`config.mk`:
```
export PLATFORM = sky130hd
export DESIGN_NAME = pipe_stage
export DESIGN_NICKNAME = d
export VERILOG_FILES = /design/src/rtl/pipe_pkg.sv /design/src/rtl/pipe_slot.sv /design/src/rtl/pipe_stage.sv
export SDC_FILE = /design/constraint.sdc
export NUM_CORES = 1
export LEC_CHECK = 0
export ABC_AREA = 1
export CAP_MARGIN = 25
export CORE_MARGIN = 2
export CORE_UTILIZATION = 40
export DETAILED_ROUTE_END_ITERATION = 8
export PLACE_DENSITY = 0.87
export SYNTH_ARGS = -nofsm -noshare
export SYNTH_HDL_FRONTEND = slang
export SYNTH_SLANG_ARGS = --single-unit
```
`constraint.sdc`:
```
create_clock -name clk -period 2.2 [get_ports clk]
set_input_delay 0.22 -clock clk [delete_from_list [all_inputs] [get_ports clk]]
set_output_delay 0.22 -clock clk [all_outputs]
set_load 0.05 [all_outputs]
```
`src/rtl/pipe_pkg.sv`:
```
// Shared types for the generic pipeline stage register: occupancy states and per-stage payloads.
// Build with PIPE_SKID_EN defined to enable the two-entry skid variant of pipe_stage.
package pipe_pkg;

  typedef enum logic [1:0] {
    PIPE_EMPTY = 2'd0,
    PIPE_ONE   = 2'd1,
    PIPE_FULL  = 2'd2
  } pipeOcc_t;

  // ID/EX payload; control fields must be zero in the bubble so a squashed slot is harmless.
  typedef struct packed {
    logic [31:0] pc;
    logic [31:0] rs1Val;
    logic [31:0] rs2Val;
    logic [31:0] imm;
    logic [3:0]  aluOp;
    logic [2:0]  memOp;
    logic [4:0]  rd;
    logic        regWrite;
  } idex_t;

  localparam int IDEX_W = $bits(idex_t);
  localparam idex_t IDEX_BUBBLE = '0;

  typedef struct packed {
    logic [31:0] aluRes;
    logic [31:0] storeVal;
    logic [2:0]  memOp;
    logic [4:0]  rd;
    logic        regWrite;
  } exmem_t;

  localparam int EXMEM_W = $bits(exmem_t);
  localparam exmem_t EXMEM_BUBBLE = '0;

endpackage

```
`src/rtl/pipe_slot.sv`:
```
// One payload register with a valid bit; clear and drain both return the data to RST_VAL.
module pipe_slot #(
  parameter int WIDTH = 32,
  parameter logic [WIDTH-1:0] RST_VAL = '0
) (
  input  logic             clk,
  input  logic             clear,
  input  logic             load,
  input  logic             drop,
  input  logic [WIDTH-1:0] d,
  output logic             valid,
  output logic [WIDTH-1:0] q
);

  // Data is reset too, so an empty slot always presents the bubble value.
  always_ff @(posedge clk) begin
    if (clear) begin
      valid <= 1'b0;
      q     <= RST_VAL;
    end else if (load) begin
      valid <= 1'b1;
      q     <= d;
    end else if (drop) begin
      valid <= 1'b0;
      q     <= RST_VAL;
    end
  end

endmodule

```
`src/rtl/pipe_stage.sv`:
```
// Generic pipeline stage register with valid/ready handshake, flush and bubble value.
// Define PIPE_SKID_EN for a skid slot that makes in_ready a register output.
import pipe_pkg::*;

module pipe_stage #(
  parameter int WIDTH = 32,
  parameter logic [WIDTH-1:0] RST_VAL = '0
) (
  input  logic             clk,
  input  logic             reset,
  input  logic             flush,
  input  logic             in_valid,
  output logic             in_ready,
  input  logic [WIDTH-1:0] in_data,
  output logic             out_valid,
  input  logic             out_ready,
  output logic [WIDTH-1:0] out_data,
  output logic [1:0]       occupancy
);

  pipeOcc_t         state;
  pipeOcc_t         stateNext;
  logic             clear;
  logic             inXfer;
  logic             outXfer;
  logic             mainLoad;
  logic             mainDrop;
  logic             mainValid;
  logic [WIDTH-1:0] mainD;
  logic [WIDTH-1:0] mainQ;

  assign clear = reset | flush;

`ifdef PIPE_SKID_EN
  logic             skidLoad;
  logic             skidDrop;
  logic             skidValid;
  logic [WIDTH-1:0] skidQ;

  assign in_ready = flush | ~skidValid;
`else
  assign in_ready = flush | out_ready | ~mainValid;
`endif

  // A payload offered during flush is discarded even though in_ready reads 1.
  assign inXfer  = in_valid & in_ready & ~flush;
  assign outXfer = mainValid & out_ready;

  always_comb begin
    stateNext = state;
    mainLoad  = 1'b0;
    mainDrop  = 1'b0;
    mainD     = in_data;
`ifdef PIPE_SKID_EN
    skidLoad  = 1'b0;
    skidDrop  = 1'b0;
`endif
    case (state)
      PIPE_EMPTY: begin
        if (inXfer) begin
          mainLoad  = 1'b1;
          stateNext = PIPE_ONE;
        end
      end
      PIPE_ONE: begin
        if (inXfer && outXfer) begin
          mainLoad = 1'b1;
        end else if (outXfer) begin
          mainDrop  = 1'b1;
          stateNext = PIPE_EMPTY;
`ifdef PIPE_SKID_EN
        end else if (inXfer) begin
          skidLoad  = 1'b1;
          stateNext = PIPE_FULL;
`endif
        end
      end
`ifdef PIPE_SKID_EN
      PIPE_FULL: begin
        if (outXfer) begin
          mainLoad  = 1'b1;
          mainD     = skidQ;
          skidDrop  = 1'b1;
          stateNext = PIPE_ONE;
        end
      end
`endif
      default: stateNext = PIPE_EMPTY;
    endcase
  end

  always_ff @(posedge clk) begin
    if (clear) state <= PIPE_EMPTY;
    else       state <= stateNext;
  end

  pipe_slot #(.WIDTH(WIDTH), .RST_VAL(RST_VAL)) mainSlot (
    .clk   (clk),
    .clear (clear),
    .load  (mainLoad),
    .drop  (mainDrop),
    .d     (mainD),
    .valid (mainValid),
    .q     (mainQ)
  );

`ifdef PIPE_SKID_EN
  pipe_slot #(.WIDTH(WIDTH), .RST_VAL(RST_VAL)) skidSlot (
    .clk   (clk),
    .clear (clear),
    .load  (skidLoad),
    .drop  (skidDrop),
    .d     (in_data),
    .valid (skidValid),
    .q     (skidQ)
  );
`endif

  assign out_valid = mainValid;
  assign out_data  = mainQ;
  assign occupancy = state;

endmodule

```
==> results of run 1 <==
## through the flow
step | setup WS [ns] | hold WS (ns)
2_1_floorplan | 0.528 | 0.395
3_3_place_gp | 0.315 | 0.468
3_5_place_dp | 0.346 | 0.472
4_1_cts | 0.377 | 0.462
5_1_grt | 0.336 | 0.470
6_report | 0.386 | 0.469
## layer usage
metal	GRT usage, %	vias up	part of all wire, %
met5	0	-	0
met4	8.15	0	1.5
met3	5.36	7	8.6
met2	33.5	79	50
met1	26.1	701	40
li1	-	737	-
## sequential cells by signal, indices dropped and copies added, names as in the netlist
register	count
occupancy	1
mainSlot.valid	1
mainSlot.q	32
## cells in the final DEF, fill, tap and decap left out
cell,instances
or2_1,1
clkbuf_8,1
nand2_2,3
conb_1,1
nand2_1,3
buf_8,1
clkbuf_1,1
or2_2,1
a21oi_1,34
clkbuf_4,5
buf_12,1
nand3_2,1
nand4_1,32
buf_4,4
clkdlybuf4s50_1,70
nor2_4,1
dfxtp_1,34
clkinv_2,1
nand3_1,33
inv_1,3
## where the power goes
group	internal (mW)	total, mW	switching, mW
Combinational	0.103	0.233	0.130
Clock	0.155	0.357	0.202
Sequential	0.629	0.638	0.00852
## worst max-delay path by stage
stage                        start              to  slack (ns)  cells past startpoint
global route          occupancy[0]    occupancy[0]        0.34                      1
floorplan           mainSlot.valid        in_ready        0.53                      3
CTS                   occupancy[0]    occupancy[0]        0.38                      1
detailed placement       out_ready   mainSlot.q[7]        0.35                      6
global placement             flush  mainSlot.q[27]        0.32                      3
finish                occupancy[0]    occupancy[0]        0.39                      1
## kinds of logic (layout without fill, tap and decap cells)
family | after synthesis | count (layout) | share of synthesized area (%)
other cells | 1 | 1 | 0.267
buf+inv | 23 | 87 | 8.56
simple gates | 75 | 75 | 30.6
flops | 34 | 34 | 48.5
compound gates | 34 | 34 | 12.1
## area by class of cell
type,count,area [um2],area share (%)
clock buffer,7,55.1,2.53
clock inverter,1,5.00,0.230
inverter,3,11.3,0.517
multi-input combinational,110,603,27.7
sequential,34,681,31.2
tap,46,57.6,2.64
timing repair buffer,76,766,35.2
## worst min-delay path, cell delays in order
cell	delay [ns]
clkdlybuf4s50_1	0.39
nand4_1	0.09
a21oi_1	0.06
==> impl_metrics.py, run 1 <==
metrics = {
    "floorplanning": {
        "die_w_um": 63.2,
        "initial_core_util_pct": 41.7,
        "design.die.area_um2": 4000,
        "die_height_um": 63.2,
        "core_area_um2": 3360,
        "row_count": 21,
        "top_level_ports": 73,
    },
    "place": {
        "port_buffers": 71,
        "gp_congestion": 0.704,
        "place_hpwl_mm": 2.73,
        "place_area_um2": 2120,
        "placed_cells": 269,
    },
    "grt": {
        "grt_usage_pct": 20.6,
        "antenna_found_initial": 0,
        "grt_max_degree": 35,
        "grt_overflow_total": 0,
        "grt_pass1_wl_mm": 6.56,
        "grt_pass1_vias": 1389,
    },
    "power_and_ir_drop": {
        "total_power_mw": 1.23,
        "ir_drop_uv": 283,
        "p_leak_nw": 0.717,
        "power_per_cell_area_nw_per_um2": 564,
    },
    "routing": {
        "wl_per_cell_um": 14.8,
        "ant_nets": 0,
        "drt-initial-drc-count": 128,
        "wirelength_mm": 4.09,
        "route.detailed.drc": 0,
        "vias_per_cell": 5.50,
        "vias": 1524,
        "drtPass1Iterations": 4,
    },
    "worst_setup_path": {
        "worst_path_largest_cell_delay_ns": 0.84,
        "crit_slowest_cell": "clkdlybuf4s50_1",
        "worstPathRequired_ns": 1.98,
        "critical_path_buf_inv_count": 1,
        "path_max_fanout": 4,
        "cp_cell_sequence": "clkdlybuf4s50_1",
        "crit-reg2reg-launch": "mainSlot.valid",
        "start_kind": "register",
        "regToRegSetupSlack_ns": 0.76,
        "end_kind": "primary output",
        "r2r_end": "mainSlot.q[29]",
        "crit_family": "buffers and inverters",
        "worstSetupPathType": "reg2out",
        "crit_arrival_ns": 1.59,
        "worstRegToRegCells": 4,
    },
    "yosys": {
        "synth_nets": 204,
        "ys_types": 15,
        "netlist_area_um2": 1400,
        "yosys.area.top_type_share_pct": 48.5,
        "synth_ff_type": "dfxtp_1",
        "yosysTopAreaCell": "dfxtp_1",
        "synth_commonest_cells": "a21oi_1, dfxtp_1, nand3_1, nand4_1, buf_2",
        "avgSynthCellArea_um2": 8.41,
        "async_reset_ff_share_pct": 0,
        "synth-seq-cells": 34,
        "yosys_warnings": 0,
        "synthCells": 167,
        "synth_area_leaders": "dfxtp_1, nand4_1, a21oi_1",
        "synth_seq_area_share_pct": 48.5,
        "synth_edf_count": 0,
    },
    "clock_network": {
        "clock_sinks": 34,
        "cts_tree": "built",
        "clk_pin_slew_worst_paths_ns": 0.10,
        "cts-hold-fix-buffers": 0,
        "insertion_delay_ns": 0.33,
        "cts_htree_levels": 2,
        "cts_resized": 0,
        "numCtsBuffers": 5,
        "cts_buffer_depth": 2,
        "post_cts_buffers": 0,
        "cts_root_buffer": "clkbuf_4",
    },
    "sta": {
        "fin_crit_sh_pct": 82.4,
        "drv_slew": 0,
        "hold_violations": 0,
        "rsz0062_at_grt": "false",
        "fin_crit_ns": 1.81,
        "finalSetupViolCount": 0,
        "tightest_slew_ns": 0.641,
        "max_freq_mhz": 551,
        "fin_tns_setup_ns": 0,
        "fin_skew_ns": 0.00865,
        "slew_headroom_pct": 57.2,
    },
    "layout": {
        "area_growth_pct": 55.2,
        "stdcell_area_um2": 2180,
        "final_util_pct": 64.8,
        "stdcell_count": 277,
        "diodes": 0,
        "fill_cells": 320,
        "nNetsFinal": 267,
        "drive_above_1_share_pct": 8.23,
    },
    "outcome": {
        "status": "finished, final reports clean",
    },
    "worst_hold_path": {
        "min_from": "in_data[10]",
        "worstHoldPathCells": 3,
        "hp-class": "in2reg",
        "min_to": "mainSlot.q[10]",
    },
    "job": {
        "maxCapViolations": 0,
    },
}
Note: power is estimated with default switching activity, not from simulation.
==> run 2, diff against run 1 <==
CORE_UTILIZATION = 39   (was 40)
PLACE_DENSITY = 0.85   (was 0.87)
clock period = 1.8 ns   (was 2.2 ns; I/O delays follow)
==> impl_metrics.py, run 2 (synthesized netlist as in run 1, its figures left out) <==
metrics = {
    "place": {
        "port_buffers": 71,
        "place_hpwl_mm": 2.75,
        "gp_congestion": 0.706,
        "place_area_um2": 2180,
    },
    "floorplanning": {
        "top_level_ports": 73,
        "die_w_um": 64.0,
        "initial_core_util_pct": 41.4,
        "die_height_um": 64.0,
        "row_count": 21,
        "core_area_um2": 3390,
        "design.die.area_um2": 4100,
    },
    "sta": {
        "fin_crit_ns": 1.74,
        "max_freq_mhz": 574,
        "tightest_slew_ns": 0.514,
        "fin_tns_setup_ns": 0,
        "drv_slew": 0,
        "hold_violations": 0,
        "finalSetupViolCount": 0,
        "slew_headroom_pct": 65.6,
        "fin_crit_sh_pct": 96.7,
        "rsz0062_at_grt": "false",
        "fin_skew_ns": 0.0146,
    },
    "clock_network": {
        "cts_resized": 0,
        "post_cts_buffers": 0,
        "clock_sinks": 34,
        "cts_root_buffer": "clkbuf_4",
        "cts-hold-fix-buffers": 0,
        "cts_buffer_depth": 2,
        "numCtsBuffers": 5,
        "clk_pin_slew_worst_paths_ns": 0.11,
        "cts_htree_levels": 2,
        "insertion_delay_ns": 0.34,
        "cts_tree": "built",
    },
    "routing": {
        "wirelength_mm": 3.94,
        "vias_per_cell": 5.38,
        "ant_nets": 0,
        "drtPass1Iterations": 4,
        "vias": 1527,
        "route.detailed.drc": 0,
        "wl_per_cell_um": 13.9,
        "drt-initial-drc-count": 173,
    },
    "grt": {
        "grt_usage_pct": 20.1,
        "grt_pass1_wl_mm": 6.47,
        "antenna_found_initial": 0,
        "grt_overflow_total": 0,
        "grt_max_degree": 21,
        "grt_pass1_vias": 1341,
    },
    "layout": {
        "diodes": 0,
        "stdcell_area_um2": 2250,
        "largest_reg_flops": 32,
        "drive_above_1_share_pct": 10.5,
        "layout_common_cells": "clkdlybuf4s50_1, a21oi_1, dfxtp_1",
        "layout_commonest_cell": "clkdlybuf4s50_1",
        "regMostFlops": "mainSlot.q",
        "nNetsFinal": 274,
        "area_growth_pct": 60.5,
    },
    "worst_setup_path": {
        "start_kind": "register",
        "end_kind": "primary output",
        "worstSetupPathType": "reg2out",
        "crit_arrival_ns": 1.56,
        "worst_path_largest_cell_delay_ns": 0.83,
        "path_max_fanout": 4,
        "worstPathRequired_ns": 1.62,
        "crit_family": "buffers and inverters",
        "crit_slowest_cell": "clkdlybuf4s50_1",
        "critical_path_buf_inv_count": 1,
        "cp_cell_sequence": "clkdlybuf4s50_1",
    },
    "power_and_ir_drop": {
        "ir_drop_uv": 422,
        "power_per_cell_area_nw_per_um2": 717,
        "p_leak_nw": 0.773,
    },
    "job": {
        "maxCapViolations": 0,
    },
    "outcome": {
        "status": "finished, final reports clean",
    },
    "worst_hold_path": {
        "hp-class": "in2reg",
    },
}
-- run 2: per-layer routing --
metal / global-route usage, % / routed length (um)
met1: 27.3 / 1730
met3: 6.69 / 277
met4: 5.16 / 8
met5: 0 / 0
met2: 30.5 / 1920
-- run 2: final timing paths --
check,cells after the start,from,end,slack (ns)
worst max-delay path,1,mainSlot.valid,out_valid,0.06
worst min register to register,2,mainSlot.q[4],mainSlot.q[4],0.48
worst min-delay path,3,in_data[30],mainSlot.q[30],0.42
worst max register to register,6,mainSlot.valid,mainSlot.q[14],0.63
-- run 2: metrics by stage --
stage	power (mW)	std cells	worst slack, ns	hold WS, ns	util, %
floorplan	0.951	167	0.168	0.355	-
global placement	1.09	276	0.399	0.464	64.2
detailed placement	1.09	276	0.374	0.472	64.2
CTS	1.63	284	0.0200	0.408	66.4
global route	1.70	284	0.00529	0.402	66.5
finish	1.62	284	0.0591	0.420	66.5
-- run 2: cell type report --
type                    instances  area [um2]
clock inverters                 1        30.0
inverters                       3        11.3
repair buffers                 83         826
well taps                      46        57.6
flip-flops and latches         34         681
fillers                       291        1140
clock buffers                   7        45.0
multi-input cells             110         603
-- run 2: power by group --
group	switching, mW	internal (mW)
clock network	0.247	0.295
logic	0.159	0.136
registers	0.00990	0.769
==> run 3, diff against run 2 <==
CORE_ASPECT_RATIO = 1.1   (was unset)
CTS_CLUSTER_DIAMETER = 80   (was unset)
==> impl_metrics.py, run 3 (synthesized netlist as in run 1, its figures left out) <==
metrics = {
    "sta": {
        "max_freq_mhz": 577,
        "hold_violations": 0,
        "drv_slew": 0,
        "fin_crit_ns": 1.73,
        "slew_headroom_pct": 64.8,
        "rsz0062_at_grt": "false",
        "finalSetupViolCount": 0,
        "fin_tns_setup_ns": 0,
        "fin_skew_ns": 0.00428,
        "fin_crit_sh_pct": 96.3,
        "tightest_slew_ns": 0.527,
    },
    "worst_setup_path": {
        "worstPathRequired_ns": 1.62,
        "crit_arrival_ns": 1.55,
        "path_max_fanout": 4,
        "start_kind": "register",
        "regToRegSetupSlack_ns": 0.63,
        "worst_path_largest_cell_delay_ns": 0.83,
        "crit_slowest_cell": "clkdlybuf4s50_1",
        "crit-reg2reg-launch": "mainSlot.valid",
        "end_kind": "primary output",
        "crit_family": "buffers and inverters",
        "worstRegToRegCells": 5,
        "worstSetupPathType": "reg2out",
        "r2r_end": "mainSlot.q[25]",
        "cp_cell_sequence": "clkdlybuf4s50_1",
        "critical_path_buf_inv_count": 1,
    },
    "grt": {
        "use_met2_pct": 32.6,
        "grt_overflow_total": 0,
        "grt_usage_pct": 21.1,
        "met3_usage_pct": 6.80,
        "grt_max_degree": 35,
        "grt_pass1_wl_mm": 6.39,
        "top_usage_layer": "met2",
        "grtUsageMet1_pct": 26.5,
        "grt_pass1_vias": 1398,
        "antenna_found_initial": 0,
    },
    "place": {
        "gp_congestion": 0.724,
        "port_buffers": 71,
        "place_hpwl_mm": 2.71,
        "placed_cells": 276,
    },
    "layout": {
        "layout_commonest_cell": "clkdlybuf4s50_1",
        "seqCellArea_um2": 681,
        "layout_common_cells": "clkdlybuf4s50_1, a21oi_1, dfxtp_1",
        "regMostFlops": "mainSlot.q",
        "drive_above_1_share_pct": 9.83,
        "stdcell_count": 282,
        "area_growth_pct": 57.9,
        "largest_reg_flops": 32,
        "diodes": 0,
        "multi_input_area_um2": 603,
        "fill_cells": 298,
        "nNetsFinal": 272,
    },
    "clock_network": {
        "cts-hold-fix-buffers": 0,
        "clock_sinks": 34,
        "cts_buffer_depth": 2,
        "cts_root_buffer": "clkbuf_4",
        "clk_pin_slew_worst_paths_ns": 0.09,
        "numCtsBuffers": 5,
        "cts_htree_levels": 2,
        "cts_resized": 0,
        "cts_tree": "built",
        "post_cts_buffers": 0,
        "insertion_delay_ns": 0.33,
    },
    "routing": {
        "route.detailed.drc": 0,
        "ant_nets": 0,
        "wirelength_mm": 4.10,
        "wl_per_cell_um": 14.5,
        "vias": 1485,
        "drt-initial-drc-count": 157,
        "vias_per_cell": 5.27,
        "drtPass1Iterations": 4,
    },
    "floorplanning": {
        "die_height_um": 66.9,
        "design.die.area_um2": 4100,
        "top_level_ports": 73,
        "core_area_um2": 3390,
        "die_w_um": 61.2,
        "initial_core_util_pct": 41.5,
        "row_count": 22,
    },
    "power_and_ir_drop": {
        "total_power_mw": 1.48,
        "power_per_cell_area_nw_per_um2": 669,
        "p_leak_nw": 0.754,
        "ir_drop_uv": 452,
    },
    "job": {
        "maxCapViolations": 0,
    },
    "worst_hold_path": {
        "min_to": "mainSlot.q[28]",
        "worstHoldPathCells": 3,
        "min_from": "in_data[28]",
        "hp-class": "in2reg",
    },
    "outcome": {
        "status": "finished, final reports clean",
    },
}
## run 3: where the power goes
| part | switching [mW] | internal [mW] |
|---|---|---|
| Clock | 0.234 | 0.176 |
| Sequential | 0.00979 | 0.769 |
| Combinational | 0.161 | 0.134 |
| Total | 0.404 | 1.08 |
## run 3: worst reg2reg max path, delay by kind of cell (launching register included)
| family | cells | cell delay (ns) |
|---|---|---|
| flip-flops | 1 | 0.40 |
| AND/OR/NAND/NOR | 3 | 0.31 |
| buffers and inverters | 1 | 0.23 |
| AO/OA/AOI/OAI | 1 | 0.18 |
## run 3: cell type report
cell class	instances	area share (%)
inverters	3	0.508
clock buffers	6	2.31
multi-input cells	110	27.2
flip-flops and latches	34	30.7
well taps	48	2.71
repair buffers	81	36.6
## run 3: worst max-delay path by stage
stage                   start              to  slack (ns)  cells past startpoint
2_1_floorplan  mainSlot.valid        in_ready        0.17                      3
3_3_place_gp         in_valid  mainSlot.q[16]        0.41                      6
3_5_place_dp            flush  mainSlot.q[25]        0.35                      5
4_1_cts          occupancy[0]    occupancy[0]        0.05                      1
5_1_grt        mainSlot.valid       out_valid        0.01                      1
6_report       mainSlot.valid       out_valid        0.07                      1
## run 3: per-stage QoR
stage               util [%]  instance area, um2  setup slack, ns  hold WS, ns
floorplan                  -                1400            0.168        0.355
global placement        63.9                2160            0.412        0.464
detailed placement      63.9                2160            0.353        0.471
global route            65.5                2220          0.00955        0.422
CTS                     65.4                2210           0.0452        0.424
finish                  65.5                2220           0.0669        0.433
## run 3: per-layer routing
metal  up-vias  share of wire (%)
met5         -                  0
met4         0                1.7
met3         6                6.8
met2        51                 49
met1       684                 43
li1        744                  -
